File: config.mk
export PLATFORM = sky130hd
export DESIGN_NAME = fetch_sequencer
export DESIGN_NICKNAME = d
export VERILOG_FILES = /design/src/rtl/fetch_sequencer.sv
export SDC_FILE = /design/constraint.sdc
export NUM_CORES = 1
export LEC_CHECK = 0
export CAP_MARGIN = 20
export CORE_MARGIN = 2
export CORE_UTILIZATION = 45
export CTS_CLUSTER_DIAMETER = 50
export DETAILED_ROUTE_END_ITERATION = 10
export PLACE_DENSITY = 0.83
export SYNTH_ARGS = -nofsm -noshare
export SYNTH_HDL_FRONTEND = slang
export SYNTH_SLANG_ARGS = --single-unit
File: constraint.sdc
create_clock -name clk -period 18.7 [get_ports clk]
set_input_delay 1.87 -clock clk [delete_from_list [all_inputs] [get_ports clk]]
set_output_delay 1.87 -clock clk [all_outputs]
set_load 0.02 [all_outputs]
File: src/rtl/fetch_sequencer.sv
// -----------------------------------------------------------------------------
// fetch_sequencer
//
// Purpose:
//   Sequential instruction fetch front end. The block walks a byte program
//   counter through an instruction memory of MEM_BYTES bytes. Each fetched
//   {pc, instruction} pair goes into a small FIFO (the fetch queue). The queue
//   head is offered to decode over a valid/ready handshake. A redirect
//   (branch/jump) flushes the queue and reloads the pc. Running past the end of
//   memory parks the sequencer in HALT until a redirect restarts it.
//
// Parameters:
//   MEM_BYTES  instruction memory size in bytes. A fetch at pc is legal while
//              pc + 4 <= MEM_BYTES.
//   FQ_DEPTH   fetch queue entries. Must be a power of two and at least 2.
//
// Optional feature (macro FETCH_MISALIGN_TRAP_EN):
//   Defined     : a redirect whose target has redirect_pc[1:0] != 0 flushes the
//                 queue and enters a sticky FAULT state. In FAULT, fault is 1,
//                 nothing is fetched and later redirects are ignored. Only
//                 reset leaves FAULT.
//   Not defined : the redirect target is forced to word alignment, fault is
//                 tied to 0 and FAULT is never entered.
//
// Ports:
//   clk             in   1   sole clock; all state changes on the rising edge
//   reset           in   1   asynchronous, active-high reset
//   inst_address    out 64   fetch byte address (the pc register)
//   instruction     in  32   combinational memory read data for inst_address
//   redirect_valid  in   1   redirect request
//   redirect_pc     in  64   redirect target
//   out_valid       out  1   queue head is valid (count != 0)
//   out_ready       in   1   decode accepts the head this cycle
//   out_inst        out 32   instruction word at the queue head
//   out_pc          out 64   pc of the queue head
//   halted          out  1   end of program reached and queue drained
//   fault           out  1   misaligned redirect trap taken
// -----------------------------------------------------------------------------
module fetch_sequencer #(
    parameter int unsigned MEM_BYTES = 88,
    parameter int unsigned FQ_DEPTH  = 2
) (
    input  logic        clk,
    input  logic        reset,
    output logic [63:0] inst_address,
    input  logic [31:0] instruction,
    input  logic        redirect_valid,
    input  logic [63:0] redirect_pc,
    output logic        out_valid,
    input  logic        out_ready,
    output logic [31:0] out_inst,
    output logic [63:0] out_pc,
    output logic        halted,
    output logic        fault
);

    localparam int unsigned PTR_W = (FQ_DEPTH > 1) ? $clog2(FQ_DEPTH) : 1;
    localparam int unsigned CNT_W = PTR_W + 1;

    // The limit is one bit wider than the pc, so pc + 4 cannot wrap before
    // the comparison.
    localparam logic [64:0]      MEM_LIMIT = 65'(MEM_BYTES);
    localparam logic [CNT_W-1:0] DEPTH_C   = CNT_W'(FQ_DEPTH);

    typedef enum logic [1:0] {
        ST_RUN   = 2'd0,
        ST_HALT  = 2'd1,
        ST_FAULT = 2'd2
    } state_t;

    // Returns 1 when a 4-byte fetch at addr lies fully inside memory.
    // The sum is computed in 65 bits, so it does not wrap.
    function automatic logic fits_in_mem(input logic [63:0] addr);
        logic [64:0] end_addr;
        end_addr = {1'b0, addr} + 65'd4;
        return (end_addr <= MEM_LIMIT);
    endfunction

    // Registers
    state_t              r_state;
    logic [63:0]         r_pc;
    logic [CNT_W-1:0]    r_count;
    logic [PTR_W-1:0]    r_wr_ptr;
    logic [PTR_W-1:0]    r_rd_ptr;
    logic [31:0]         r_q_inst [FQ_DEPTH];
    logic [63:0]         r_q_pc   [FQ_DEPTH];

    // Combinational control
    state_t              w_state_nxt;
    logic [63:0]         w_pc_nxt;
    logic                w_push;
    logic                w_do_pop;
    logic                w_flush;
    logic                w_pop_hs;
    logic                w_redirect_ok;
    logic [63:0]         w_target;

    // A pop handshake counts only while the queue actually holds an entry.
    assign w_pop_hs      = (r_count != {CNT_W{1'b0}}) && out_ready;
    // FAULT ignores redirects. Outside FAULT, every redirect is acted on.
    assign w_redirect_ok = redirect_valid && (r_state != ST_FAULT);
    // Word-aligned form of the redirect target.
    assign w_target      = redirect_pc & ~64'd3;

    // Next-state and datapath control. A redirect overrides push and pop.
    always_comb begin
        w_state_nxt = r_state;
        w_pc_nxt    = r_pc;
        w_push      = 1'b0;
        w_do_pop    = 1'b0;
        w_flush     = 1'b0;

        if (w_redirect_ok) begin
            // The flush also discards any head entry popped on this edge,
            // so that pop counts as consumed.
            w_flush = 1'b1;
`ifdef FETCH_MISALIGN_TRAP_EN
            if (redirect_pc[1:0] != 2'b00) begin
                w_state_nxt = ST_FAULT;
            end else begin
                w_pc_nxt    = w_target;
                w_state_nxt = fits_in_mem(w_target) ? ST_RUN : ST_HALT;
            end
`else
            w_pc_nxt    = w_target;
            w_state_nxt = fits_in_mem(w_target) ? ST_RUN : ST_HALT;
`endif
        end else begin
            w_do_pop = w_pop_hs;
            case (r_state)
                ST_RUN: begin
                    if (!fits_in_mem(r_pc)) begin
                        w_state_nxt = ST_HALT;
                    end else if ((r_count != DEPTH_C) || w_pop_hs) begin
                        w_push   = 1'b1;
                        w_pc_nxt = r_pc + 64'd4;
                    end else begin
                        w_push   = 1'b0;
                    end
                end
                ST_HALT: begin
                    w_state_nxt = ST_HALT;
                end
                ST_FAULT: begin
                    w_state_nxt = ST_FAULT;
                end
                default: begin
                    w_state_nxt = ST_RUN;
                end
            endcase
        end
    end

    // State and pc registers.
    always_ff @(posedge clk or posedge reset) begin
        if (reset) begin
            r_state <= ST_RUN;
            r_pc    <= 64'd0;
        end else begin
            r_state <= w_state_nxt;
            r_pc    <= w_pc_nxt;
        end
    end

    // Fetch queue storage, pointers and occupancy count.
    always_ff @(posedge clk or posedge reset) begin
        if (reset) begin
            r_count  <= {CNT_W{1'b0}};
            r_wr_ptr <= {PTR_W{1'b0}};
            r_rd_ptr <= {PTR_W{1'b0}};
            for (int i = 0; i < int'(FQ_DEPTH); i++) begin
                r_q_inst[i] <= 32'd0;
                r_q_pc[i]   <= 64'd0;
            end
        end else if (w_flush) begin
            r_count  <= {CNT_W{1'b0}};
            r_wr_ptr <= {PTR_W{1'b0}};
            r_rd_ptr <= {PTR_W{1'b0}};
        end else begin
            if (w_push) begin
                r_q_inst[r_wr_ptr] <= instruction;
                r_q_pc[r_wr_ptr]   <= r_pc;
                // FQ_DEPTH is a power of two, so the pointer wraps naturally.
                r_wr_ptr           <= r_wr_ptr + PTR_W'(1);
            end
            if (w_do_pop) begin
                r_rd_ptr <= r_rd_ptr + PTR_W'(1);
            end
            case ({w_push, w_do_pop})
                2'b10:   r_count <= r_count + CNT_W'(1);
                2'b01:   r_count <= r_count - CNT_W'(1);
                default: r_count <= r_count;
            endcase
        end
    end

    assign inst_address = r_pc;
    assign out_valid    = (r_count != {CNT_W{1'b0}});
    assign out_inst     = r_q_inst[r_rd_ptr];
    assign out_pc       = r_q_pc[r_rd_ptr];
    assign halted       = (r_state == ST_HALT) && (r_count == {CNT_W{1'b0}});
`ifdef FETCH_MISALIGN_TRAP_EN
    assign fault        = (r_state == ST_FAULT);
`else
    assign fault        = 1'b0;
`endif

endmodule

# Word level (Yosys, flattened, before mapping)
# Cells that the tools add are included.
[op_classes] n_eq_ne=7 n_addsub=7 magnitude_cmp=5 n_reduce_logical=16 muxes=32 n_bitwise=3
[op_table] op="$mux 64" n=8
[op_table] op="$add 64x3->65 const B" n=2
[op_table] op="$le 65x7->1 const B" n=2
[op_table] op="$bwmux 128" n=1
[op_table] op="$mux 32" n=4
[op_table] op="$add 64x3->64 const B" n=1
[op_table] op="$bwmux 64" n=1
[op_table] op="$demux 64 s1" n=1
[op_table] op="$demux 32 s1" n=1
[op_table] op="$reduce_bool 2->1" n=6
[op_table] op="$mux 1" n=11
[op_table] op="$mux 2" n=3
[op_table] op="$pmux 2 s3" n=1
[op_table] op="$eq 2x1->1 const B" n=2
[op_table] op="$eq 2x2->1 const B" n=2
[op_table] op="$ge 2x2->1 const B" n=2
[op_table] op="$logic_and 1x1->1" n=4
[op_table] op="$logic_not 2->1" n=2
[op_table] op="$ne 2x2->1 const B" n=2
[op_table] op="$not 1->2" n=2
[op_table] op="$pmux 2 s2" n=1
[op_table] op="$ne 3x3->1 const B" n=1
[op_table] op="$reduce_and 3->1" n=1
[op_table] op="$reduce_bool 3->1" n=1
[op_table] op="7 further kinds" n=8
[totals] in_bits=100 ff_bits=262 out_inout_bits=163 wordCells=79

# Depth between registers and ports, before layout
# Gate-level depths: netlist of run 1.
[depth] word_depth=10 mapped_depth=14 ltp_nobuf=11

# Worst setup path before layout of run 1
# OpenSTA, ideal clock, no wires.
[synth_path] path_type="in2reg" from="in redirect_pc[37]" to="reg r_state[0]" setup_ps=138 required_ps=18562 setup_slack_ps=14398 n_path_buf=1 arrival_time_ps=4164 cell_stages=9 cell_sequence="clkbuf_1 nand3_1 or2_2 o41ai_1 nand3_1 or4_1 or4_1 nor4_1 a22oi_1"
[synth_via] elab_chain_len=4
[synth_lines] item="start: declaration" line="48" text="input logic [63:0] redirect_pc,"
[synth_lines] item="$add 64x3->65" line="75" text="end_addr = {1'b0, addr} + 65'd4;"
[synth_lines] item="$le 65x7->1" line="76" text="return (end_addr <= MEM_LIMIT);"
[synth_lines] item="$mux 1" line="126" text="w_state_nxt = fits_in_mem(w_target) ? ST_RUN : ST_HALT;"
[synth_lines] item="$mux 2" line="113" text="if (w_redirect_ok) begin"
[synth_lines] item="end signal: assignment" line="160" text="r_state <= w_state_nxt;"
[synth_lines] item="end: declaration" line="80" text="state_t r_state;"
# Every way passes these cells.
# A chain may end at the register's enable or synchronous reset.

# Worst setup path after layout of run 1
[layout_path] from="reg r_pc[3], in the netlist inst_address[3]" to="reg r_q_pc[71] in the netlist's numbering"
[layout_via] elab_chain_len=6
[layout_lines] item="start: declaration" line="81" text="logic [63:0] r_pc;"
[layout_lines] item="start signal: assignment" line="161" text="r_pc <= w_pc_nxt;"
[layout_lines] item="$add 64x3->65" line="75"
[layout_lines] item="$le 65x7->1" line="76"
[layout_lines] item="$mux 1" line="132" text="if (!fits_in_mem(r_pc)) begin"
[layout_lines] item="$mux 1" line="130" text="case (r_state)"
[layout_lines] item="$mux 1" line="113"
[layout_lines] item="$reduce_and 2->1 (no line)"
[layout_lines] item="end signal: indexed assignment" line="182" text="r_q_pc[r_wr_ptr] <= r_pc;"
[layout_lines] item="end: declaration" line="86" text="logic [63:0] r_q_pc [FQ_DEPTH];"
# Every way passes these cells.

==> impl_metrics.csv, run 1 <==
group,metric,value,unit
synthesis,syn_area_per_cell,10.14,µm²
floorplanning,ios,263,
floorplanning,rows,63,
clocking,root_buffer,"clkbuf_16",
clocking,cts_buffers,30,
layout,drive_above_1_share,0.1396,
worst_hold_path,whs_path_depth,1,
sta,fmax,165.6,MHz
status,status,"finished clean",
critical_path,rr_worst_depth,11,
critical_path,reg2reg_to,"r_q_pc[71]",
synthesis,synthArstFlopShare,1.000,
critical_path,cpPeakStageDelay,890,ps
clocking,cts_setup_buffers,0,
critical_path,cp_max_fo,78,
drt,drc,0,
global_route,grtUsageTotal,0.2351,
layout,design_area,17340,µm²
layout,fin_util,0.5852,
synthesis,ys_types,71,
clocking,ctsResizeCount,0,
sta,hold_violations,0,
sta,report.final.slew_viol_count,0,
sta,period_minus_slack,6039,ps
critical_path,slowest_stage,"nor4_1",
global_route,gr-total-overflow,0,
floorplanning,die_h,177.4,µm
critical_path,critPathMostFrequentCell,"nor4_1",
clocking,cts_buffer_depth,3,
sta,timing.final.crit_share,0.3229,
place,io_buffers,255,
clocking,clock_latency,570,ps
power_and_ir_drop,ir_drop,0.00006978,V
job,maxCapViolCount,0,
critical_path,ff2ff_setup_slack,12660,ps
critical_path,cp.required,19140,ps
critical_path,start_kind,"flop",
synthesis,synth_edf_count,0,
worst_hold_path,min_path_type,"reg -> reg",
floorplanning,die_x,177.4,µm
layout,layout.nets,1659,
layout,diodes,0,
sta,rsz0062_at_grt,"false",
sta,setup_tns,0,ps
critical_path,crit_type,"reg -> reg",
clocking,htreeDepth,1,
synthesis,syn_inst,1333,
place,dpl_cell_area,16300,µm²
critical_path,arrival,6480,ps
drt,first_pass_iters,5,
power_and_ir_drop,p_leak,7.851,nW
drt,avgRoutedWirePerCell,19.23,µm
clocking,cts_hold_buf,0,
drt,antenna_left,0,
drt,drt_wl_total,37800,µm
global_route,grt_pass1_vias,11000,
drt,drtIter0Drc,850,
drt,vias_per_cell,5.661,
worst_hold_path,hold_end,"r_q_inst[52]",
place,place.gp.congestion,0.9040,
place,place_hpwl,26820,µm
global_route,antenna_found_initial,0,
global_route,grtUsageMet3,0.04392,
clocking,cts.clk_slew.worst_paths,60,ps
drt,via_count,11130,
sta,final.setup.worst_slack,12660,ps
synthesis,ys_ff_latch,256,
sta,slew_headroom,0.2795,
critical_path,critPathCaptureType,"flop",
floorplanning,coreArea,29640,µm²
global_route,grt_max_degree,112,
clocking,cts_tree,"done",
clocking,clock-sinks,256,
critical_path,path_cells,"ha_1 > nand3_1 > nor4_1 > o311ai_0 > o31ai_1 > nand4_1 > nor4_1 > nand4_2 > nor3_4 > buf_4 > mux2_1",
sta,fin_skew,29.92,ps
global_route,met2_usage,0.3977,
power_and_ir_drop,power_density,76.23,nW/µm²
floorplanning,initial_core_util,0.4563,
sta,whs,479.3,ps
sta,finalSetupViolations,0,
layout,area.growth.synth_to_final,28.26,%
global_route,grt_pass1_wl,59220,µm
synthesis,yosysSeqAreaShare,0.4737,
critical_path,timing.rr.start,"inst_address[3]",
global_route,grt.busiest_layer,"met2",
synthesis,ys_warn_count,0,
global_route,grt_util_met1,0.3104,
place,place_ws,12810,ps
synthesis,synthFlopType,"dfrtp_1",
worst_hold_path,hold_path.startpoint,"r_q_inst[52]",
floorplanning,die-area,31450,µm²
sta,worst_pin_slew,1081,ps
synthesis,netlist_area,13520,µm²
## worst max-delay path by stage
stage	startpoint	end	depth (start not counted)
2_1_floorplan	reset	inst_address[10]	1
3_3_place_gp	inst_address[2]	r_q_inst[34]	11
3_5_place_dp	inst_address[3]	r_q_inst[34]	11
4_1_cts	inst_address[3]	r_q_inst[58]	11
5_1_grt	inst_address[2]	r_q_inst[58]	11
6_report	inst_address[3]	r_q_pc[71]	11
## registers in the layout (all words and copies together), names as in the netlist
name / cells
inst_address: 62
r_q_pc: 124
r_count: 2
r_rd_ptr: 1
r_wr_ptr: 1
r_state: 2
r_q_inst: 64
## area by class of cell
type	count	area (µm²)
fillers	2449	12290
clock inverters	16	211.5
clock buffers	37	807.0
repair buffers	264	2653
multi-input cells	981	6685
flip-flops and latches	256	6410
well taps	390	488.0
inverters	22	90.09
## Yosys cell counts, types with 5 or more instances
master	number	share of area
nand2_1	212	0.059
xor2_1	24	0.016
or2_2	7	0.0032
or3_1	10	0.0046
buf_1	5	0.0014
nor3b_1	7	0.0039
o22ai_1	5	0.0023
and2_1	70	0.032
and3_1	18	0.0083
o21ai_0	27	0.010
xnor2_1	16	0.010
buf_2	12	0.0044
mux2_2	135	0.11
inv_1	22	0.0061
nor4_1	28	0.013
nand4_1	50	0.023
or4_1	8	0.0044
nand3_1	52	0.019
and4_1	19	0.012
dfrtp_1	256	0.47
nor2b_1	61	0.028
clkbuf_1	45	0.012
a21oi_1	19	0.0070
o211ai_1	9	0.0050
mux2i_1	6	0.0044
nor4b_1	5	0.0032
nor3_1	23	0.0085
nor2_1	39	0.011
nand2b_1	6	0.0028
mux2_1	37	0.031
buf_4	14	0.0078
o21a_1	5	0.0028
o31ai_1	6	0.0033
## layout by cell type, fill, tap and decap left out, types with 7 or more instances in the layout
master	instances
mux2_1	37
nor3b_1	7
or2_2	7
nand4_1	50
o211ai_1	9
nor3_1	23
xor2_1	24
nand2_1	211
nand3_1	52
and2_1	69
clkbuf_16	30
or3_1	10
nor2b_1	61
buf_4	7
dfrtp_1	255
and4_1	19
mux2_2	135
inv_1	21
a21oi_1	19
o21ai_0	27
clkdlybuf4s50_1	255
nor4_1	28
or4_1	8
and3_1	18
xnor2_1	16
nor2_1	39
## critical path: cells and delay by family (launching register included)
family,cells,cell delay [ps]
buffers and inverters,1,850
flip-flops,1,590
AO/OA/AOI/OAI,2,440
multiplexers,1,400
adder cells (fa/ha/maj),1,360
AND/OR/NAND/NOR,6,3170
## cell families after synthesis
| group | after synthesis | synth area share |
|---|---|---|
| mux | 182 | 0.1521 |
| buf+inv | 100 | 0.03386 |
| other cells | 1 | 0.0002773 |
| fa+ha+maj | 4 | 0.003701 |
| flops | 256 | 0.4737 |
| xor+xnor | 40 | 0.02591 |
| simple gates | 634 | 0.2523 |
| compound gates | 116 | 0.05811 |
## per-layer routing
metal	share of wire	vias up	wire length, µm
met5	0	-	0
met4	0.024	0	914
met3	0.082	64	3083
met2	0.48	450	18150
met1	0.41	5435	15660
li1	-	5180	-
## through the flow
step / power (mW) / std cells
floorplan: 0.6648 / 1337
global placement: 0.7379 / 1911
detailed placement: 0.7413 / 1912
CTS: 1.338 / 1965
global route: 1.379 / 1966
finish: 1.322 / 1966
## power by group
group	switching, mW	internal, mW
Combinational	0.0769	0.0616
Clock	0.237	0.352
Sequential	0.0292	0.566
No activity file was read; power rests on OpenSTA's default activity.
==> run 2: changes to the inputs <==
- PLACE_DENSITY: 0.83 -> 0.86
- clock period: 18.7 -> 4.9 ns (I/O delays scaled with it)
==> run 2 against run 1 <==
Net effect:
- die area did not move
- wire length rose by 0.43%
- sequential share of layout area fell by 0.56 points
- core utilization rose by 0.90 points
- final cell count rose by 1.1%
- total power rose to 3.9 times the previous value
- hold slack got worse by 150 ps
- worst setup slack got worse by 12000 ps
- critical path type unchanged
- sequential cell count did not move
==> impl_metrics.csv, run 2 (synthesized netlist as in run 1, its figures left out) <==
group,metric,value,unit
status,status,"finished clean",
worst_hold_path,min_path_type,"in -> async",
critical_path,ff2ff_setup_slack,270,ps
sta,final.setup.worst_slack,272.5,ps
critical_path,cpPeakStageDelay,820,ps
sta,fmax,216.1,MHz
sta,finalSetupViolations,0,
critical_path,critPathCaptureType,"flop",
sta,fin_skew,18.81,ps
layout,drive_above_1_share,0.1539,
drt,drt_wl_total,37970,µm
global_route,antenna_found_initial,0,
place,place_ws,323.2,ps
layout,diodes,0,
global_route,gr-total-overflow,0,
critical_path,slowest_stage,"or4_1",
critical_path,cp.required,5310,ps
floorplanning,rows,63,
layout,largest-register,"r_q_pc",
drt,vias_per_cell,5.687,
critical_path,rr_worst_depth,10,
floorplanning,coreArea,29640,µm²
power_and_ir_drop,power_density,292.3,nW/µm²
sta,worst_pin_slew,942.2,ps
clocking,htreeDepth,1,
critical_path,cp_num_buf_inv,1,
clocking,root_buffer,"clkbuf_16",
place,numPlacedInstances,1933,
job,maxCapViolCount,0,
place,place.gp.congestion,0.9621,
global_route,grtUsageTotal,0.2364,
clocking,cts_buffer_depth,3,
clocking,cts_buffers,29,
power_and_ir_drop,power,5.149,mW
floorplanning,die_h,177.4,µm
critical_path,cp_max_fo,28,
sta,timing.final.crit_share,0.9444,
floorplanning,ios,263,
critical_path,timing.rr.start,"inst_address[7]",
critical_path,crit_type,"reg -> reg",
sta,rsz0062_at_grt,"false",
power_and_ir_drop,p_leak,7.992,nW
sta,period_minus_slack,4627,ps
critical_path,reg2reg_to,"r_q_inst[17]",
drt,first_pass_iters,5,
clocking,cts.clk_slew.worst_paths,60,ps
drt,drtIter0Drc,902,
global_route,grt_pass1_vias,11150,
sta,setup_tns,0,ps
critical_path,cp-startpoint,"inst_address[7]",
place,io_buffers,255,
layout,area.growth.synth_to_final,30.24,%
drt,avgRoutedWirePerCell,19.10,µm
floorplanning,die-area,31450,µm²
layout,largest_register_ffs,124,
clocking,cts_hold_buf,0,
clocking,clock-sinks,256,
critical_path,setup.worst_path.end,"r_q_inst[17]",
drt,via_count,11310,
drt,antenna_left,0,
layout,fin_util,0.5942,
sta,report.final.slew_viol_count,0,
global_route,grt_pass1_wl,59750,µm
floorplanning,die_x,177.4,µm
clocking,cts_tree,"done",
floorplanning,initial_core_util,0.4563,
sta,hold_violations,0,
critical_path,arrival,5040,ps
layout,layout_common_cells,"clkdlybuf4s50_1, dfrtp_1, nand2_1",
critical_path,start_kind,"flop",
place,place_hpwl,26980,µm
drt,drc,0,
critical_path,cp.depth,10,
power_and_ir_drop,ir_drop,0.0002054,V
critical_path,path_cells,"nand4_1 > or4_1 > nor4_4 > xnor2_1 > o2111ai_1 > nor4_2 > and4_1 > nand3_4 > buf_4 > mux2_2",
clocking,clock_latency,550,ps
global_route,grt_max_degree,103,
critical_path,path_delay_family,"simple AND/OR/NAND/NOR gates",
sta,slew_headroom,0.3637,
layout,layout.nets,1680,
layout,final_cells,1988,
-- run 2: changes by cell type in the layout (fill, tap and decap cells not counted), sizes merged --
cell,change
buf,+22
bufinv,+2
clkinv,-4
clkinvlp,+2
-- run 2: worst min-delay path by stage --
stage | endpoint | slack (ps) | from
after global placement | r_q_pc[46] | 460 | r_q_pc[46]
after detailed placement | r_q_pc[13] | 470 | r_q_pc[13]
final | r_q_inst[25] | 330 | reset
after global routing | r_q_inst[25] | 360 | reset
after floorplan | r_q_pc[10] | 450 | r_q_pc[10]
after CTS | r_q_inst[18] | 320 | reset
-- run 2: report_power, final --
group / total [mW] / switching (mW) / internal (mW)
Combinational: 0.542 / 0.303 / 0.239
Sequential: 2.26 / 0.101 / 2.16
Clock: 2.35 / 0.895 / 1.45
-- run 2: metal layers --
layer	GRT usage	vias to the layer above	share of wire
met5	0	-	0
met3	0.04306	90	0.077
li1	-	5224	-
met1	0.3063	5520	0.41
met2	0.4008	471	0.48
met4	0.07684	0	0.032
-- run 2: final cells by class --
class	count	area (µm²)
timing repair buffer	286	2873
clock buffer	37	815.8
sequential	256	6410
inverter	22	86.33
tap	390	488.0
clock inverter	16	241.5
multi-input combinational	981	6698
fill	2439	12030
-- run 2: metrics by stage --
step / cell area [µm²] / hold WS, ps
after floorplan: 13540 / 447.4
final: 17610 / 328.6
after detailed placement: 16500 / 465.1
after global routing: 17610 / 355.1
after global placement: 16500 / 462.9
after CTS: 17560 / 316.8
-- run 2: what timing repair did --
action / CTS / global route
endpoints found under the setup margin: 0 / 71
gates resized for setup: 0 / 2
buffers inserted: 0 / 1
==> run 3: changes to the inputs <==
- CORE_MARGIN: 2 -> 3
- SLEW_MARGIN: not set -> 15
==> run 3 against run 2 <==
Net effect:
- core utilization is essentially flat
- register-to-register slack gained 390 ps
- sequential cell count is the same
- critical path depth unchanged
- hold slack improved by 150 ps
- critical path type unchanged
- final cell count shrank 0.80%
- clock skew fell by 2.8 ps
- non-clock buffer count decreased by 6
- design area decreased by 1.5%
==> impl_metrics.csv, run 3 (synthesized netlist as in run 1, its figures left out) <==
group,metric,value,unit
status,status,"finished clean",
job,maxCapViolCount,0,
floorplanning,rows,62,
floorplanning,coreArea,29170,µm²
sta,fin_skew,16.04,ps
sta,worst_pin_slew,904.0,ps
sta,rsz0062_at_grt,"false",
sta,final.setup.worst_slack,661.9,ps
drt,first_pass_iters,5,
layout,diodes,0,
drt,avgRoutedWirePerCell,18.94,µm
global_route,gr-total-overflow,0,
layout,largest-register,"r_q_pc",
global_route,grt_pass1_vias,11200,
critical_path,cpPeakStageDelay,660,ps
critical_path,critPathMostFrequentCell,"and4_1",
drt,via_count,11240,
sta,timing.final.crit_share,0.8649,
critical_path,crit_type,"reg -> reg",
drt,drc,0,
place,place.gp.congestion,0.9858,
critical_path,path_cells,"nand4_1 > or4_1 > nor4_4 > nand3_1 > a211oi_1 > and4_1 > and4_1 > nand3_4 > buf_4 > mux2_4",
sta,fmax,236.0,MHz
floorplanning,die-area,32170,µm²
critical_path,ff2ff_setup_slack,660,ps
place,place_hpwl,27090,µm
layout,layout_common_cells,"clkdlybuf4s50_1, dfrtp_1, nand2_1",
floorplanning,ios,263,
sta,slew_headroom,0.3894,
drt,vias_per_cell,5.700,
drt,drtIter0Drc,783,
critical_path,timing.rr.start,"inst_address[4]",
sta,period_minus_slack,4238,ps
sta,setup_tns,0,ps
global_route,grtUsageTotal,0.2257,
clocking,cts_buffer_depth,3,
clocking,cts_buffers,27,
worst_hold_path,whs_path_depth,1,
place,io_buffers,255,
clocking,cts_hold_buf,0,
global_route,grt_pass1_wl,58830,µm
global_route,grt_max_degree,109,
clocking,htreeDepth,1,
critical_path,reg2reg_to,"r_q_inst[0]",
worst_hold_path,min_path_type,"reg -> reg",
layout,design_area,17350,µm²
floorplanning,initial_core_util,0.4636,
critical_path,start_kind,"flop",
critical_path,rr_worst_depth,10,
clocking,clock-sinks,256,
drt,antenna_left,0,
layout,largest_register_ffs,124,
clocking,cts.clk_slew.worst_paths,60,ps
critical_path,arrival,4650,ps
clocking,cts_tree,"done",
power_and_ir_drop,power_density,275.5,nW/µm²
clocking,clock_latency,530,ps
place,dpl_cell_area,16440,µm²
sta,hold_violations,0,
power_and_ir_drop,p_leak,7.871,nW
clocking,ctsResizeCount,0,
worst_hold_path,hold_path.startpoint,"r_q_pc[70]",
floorplanning,die_x,179.4,µm
critical_path,critPathCaptureType,"flop",
sta,finalSetupViolations,0,
layout,drive_above_1_share,0.1461,
floorplanning,die_h,179.4,µm
global_route,antenna_found_initial,0,
worst_hold_path,hold_end,"r_q_pc[70]",
critical_path,cp_max_fo,16,
power_and_ir_drop,ir_drop,0.0002038,V
clocking,cts_setup_buffers,0,
layout,final_cells,1972,
critical_path,cp.required,5310,ps
clocking,root_buffer,"clkbuf_16",
place,place_ws,682.0,ps
place,numPlacedInstances,1922,
layout,area.growth.synth_to_final,28.28,%
drt,drt_wl_total,37350,µm
layout,layout.nets,1672,
critical_path,slowest_stage,"or4_1",
sta,report.final.slew_viol_count,0,
==> run 3: critical path, delay by kind of cell, from the launching register on <==
family,cells,cell delay (ps)
compound gates,1,320
buf+inv,1,310
flops,1,590
mux,1,310
simple gates,7,2590
==> run 3: how the worst max path moves through the flow <==
stage	start	end	slack, ps	cells past startpoint
final	inst_address[4]	r_q_inst[0]	660	10
after global routing	inst_address[4]	r_q_inst[10]	430	10
after CTS	inst_address[4]	r_q_inst[3]	660	10
after detailed placement	inst_address[4]	r_q_inst[3]	680	10
after global placement	redirect_pc[2]	r_state[0]	710	11
after floorplan	reset	inst_address[10]	1040	1
==> run 3: where the power goes <==
part,leakage [nW],internal [mW],switching [mW],total [mW]
clock network,0.434,1.16,0.821,1.98
registers,3.46,2.16,0.107,2.27
logic,3.98,0.236,0.294,0.531
==> run 3: routing by layer <==
layer	routed length, µm	track usage	vias up
met4	1030	0.06572	0
met1	15380	0.2927	5508
met3	2913	0.04172	69
met5	0	0	-
li1	-	-	5199
met2	18030	0.3872	464
==> run 3: final cells by class <==
| cell class | count | area [µm²] |
|---|---|---|
| clock inverter | 12 | 108.9 |
| timing repair buffer | 280 | 2803 |
| multi-input combinational | 981 | 6685 |
| sequential | 256 | 6410 |
| inverter | 22 | 86.33 |
| tap | 384 | 480.5 |
| fill | 2392 | 11820 |
| clock buffer | 37 | 773.2 |
==> run 3: through the flow <==
stage | hold slack, ps | util | total power [mW]
5_1_grt | 493.1 | 0.5947 | 4.975
4_1_cts | 480.4 | 0.5940 | 4.818
3_3_place_gp | 462.4 | 0.5638 | 2.818
3_5_place_dp | 465.1 | 0.5638 | 2.829
6_report | 478.5 | 0.5947 | 4.779
2_1_floorplan | 447.4 | - | 2.538
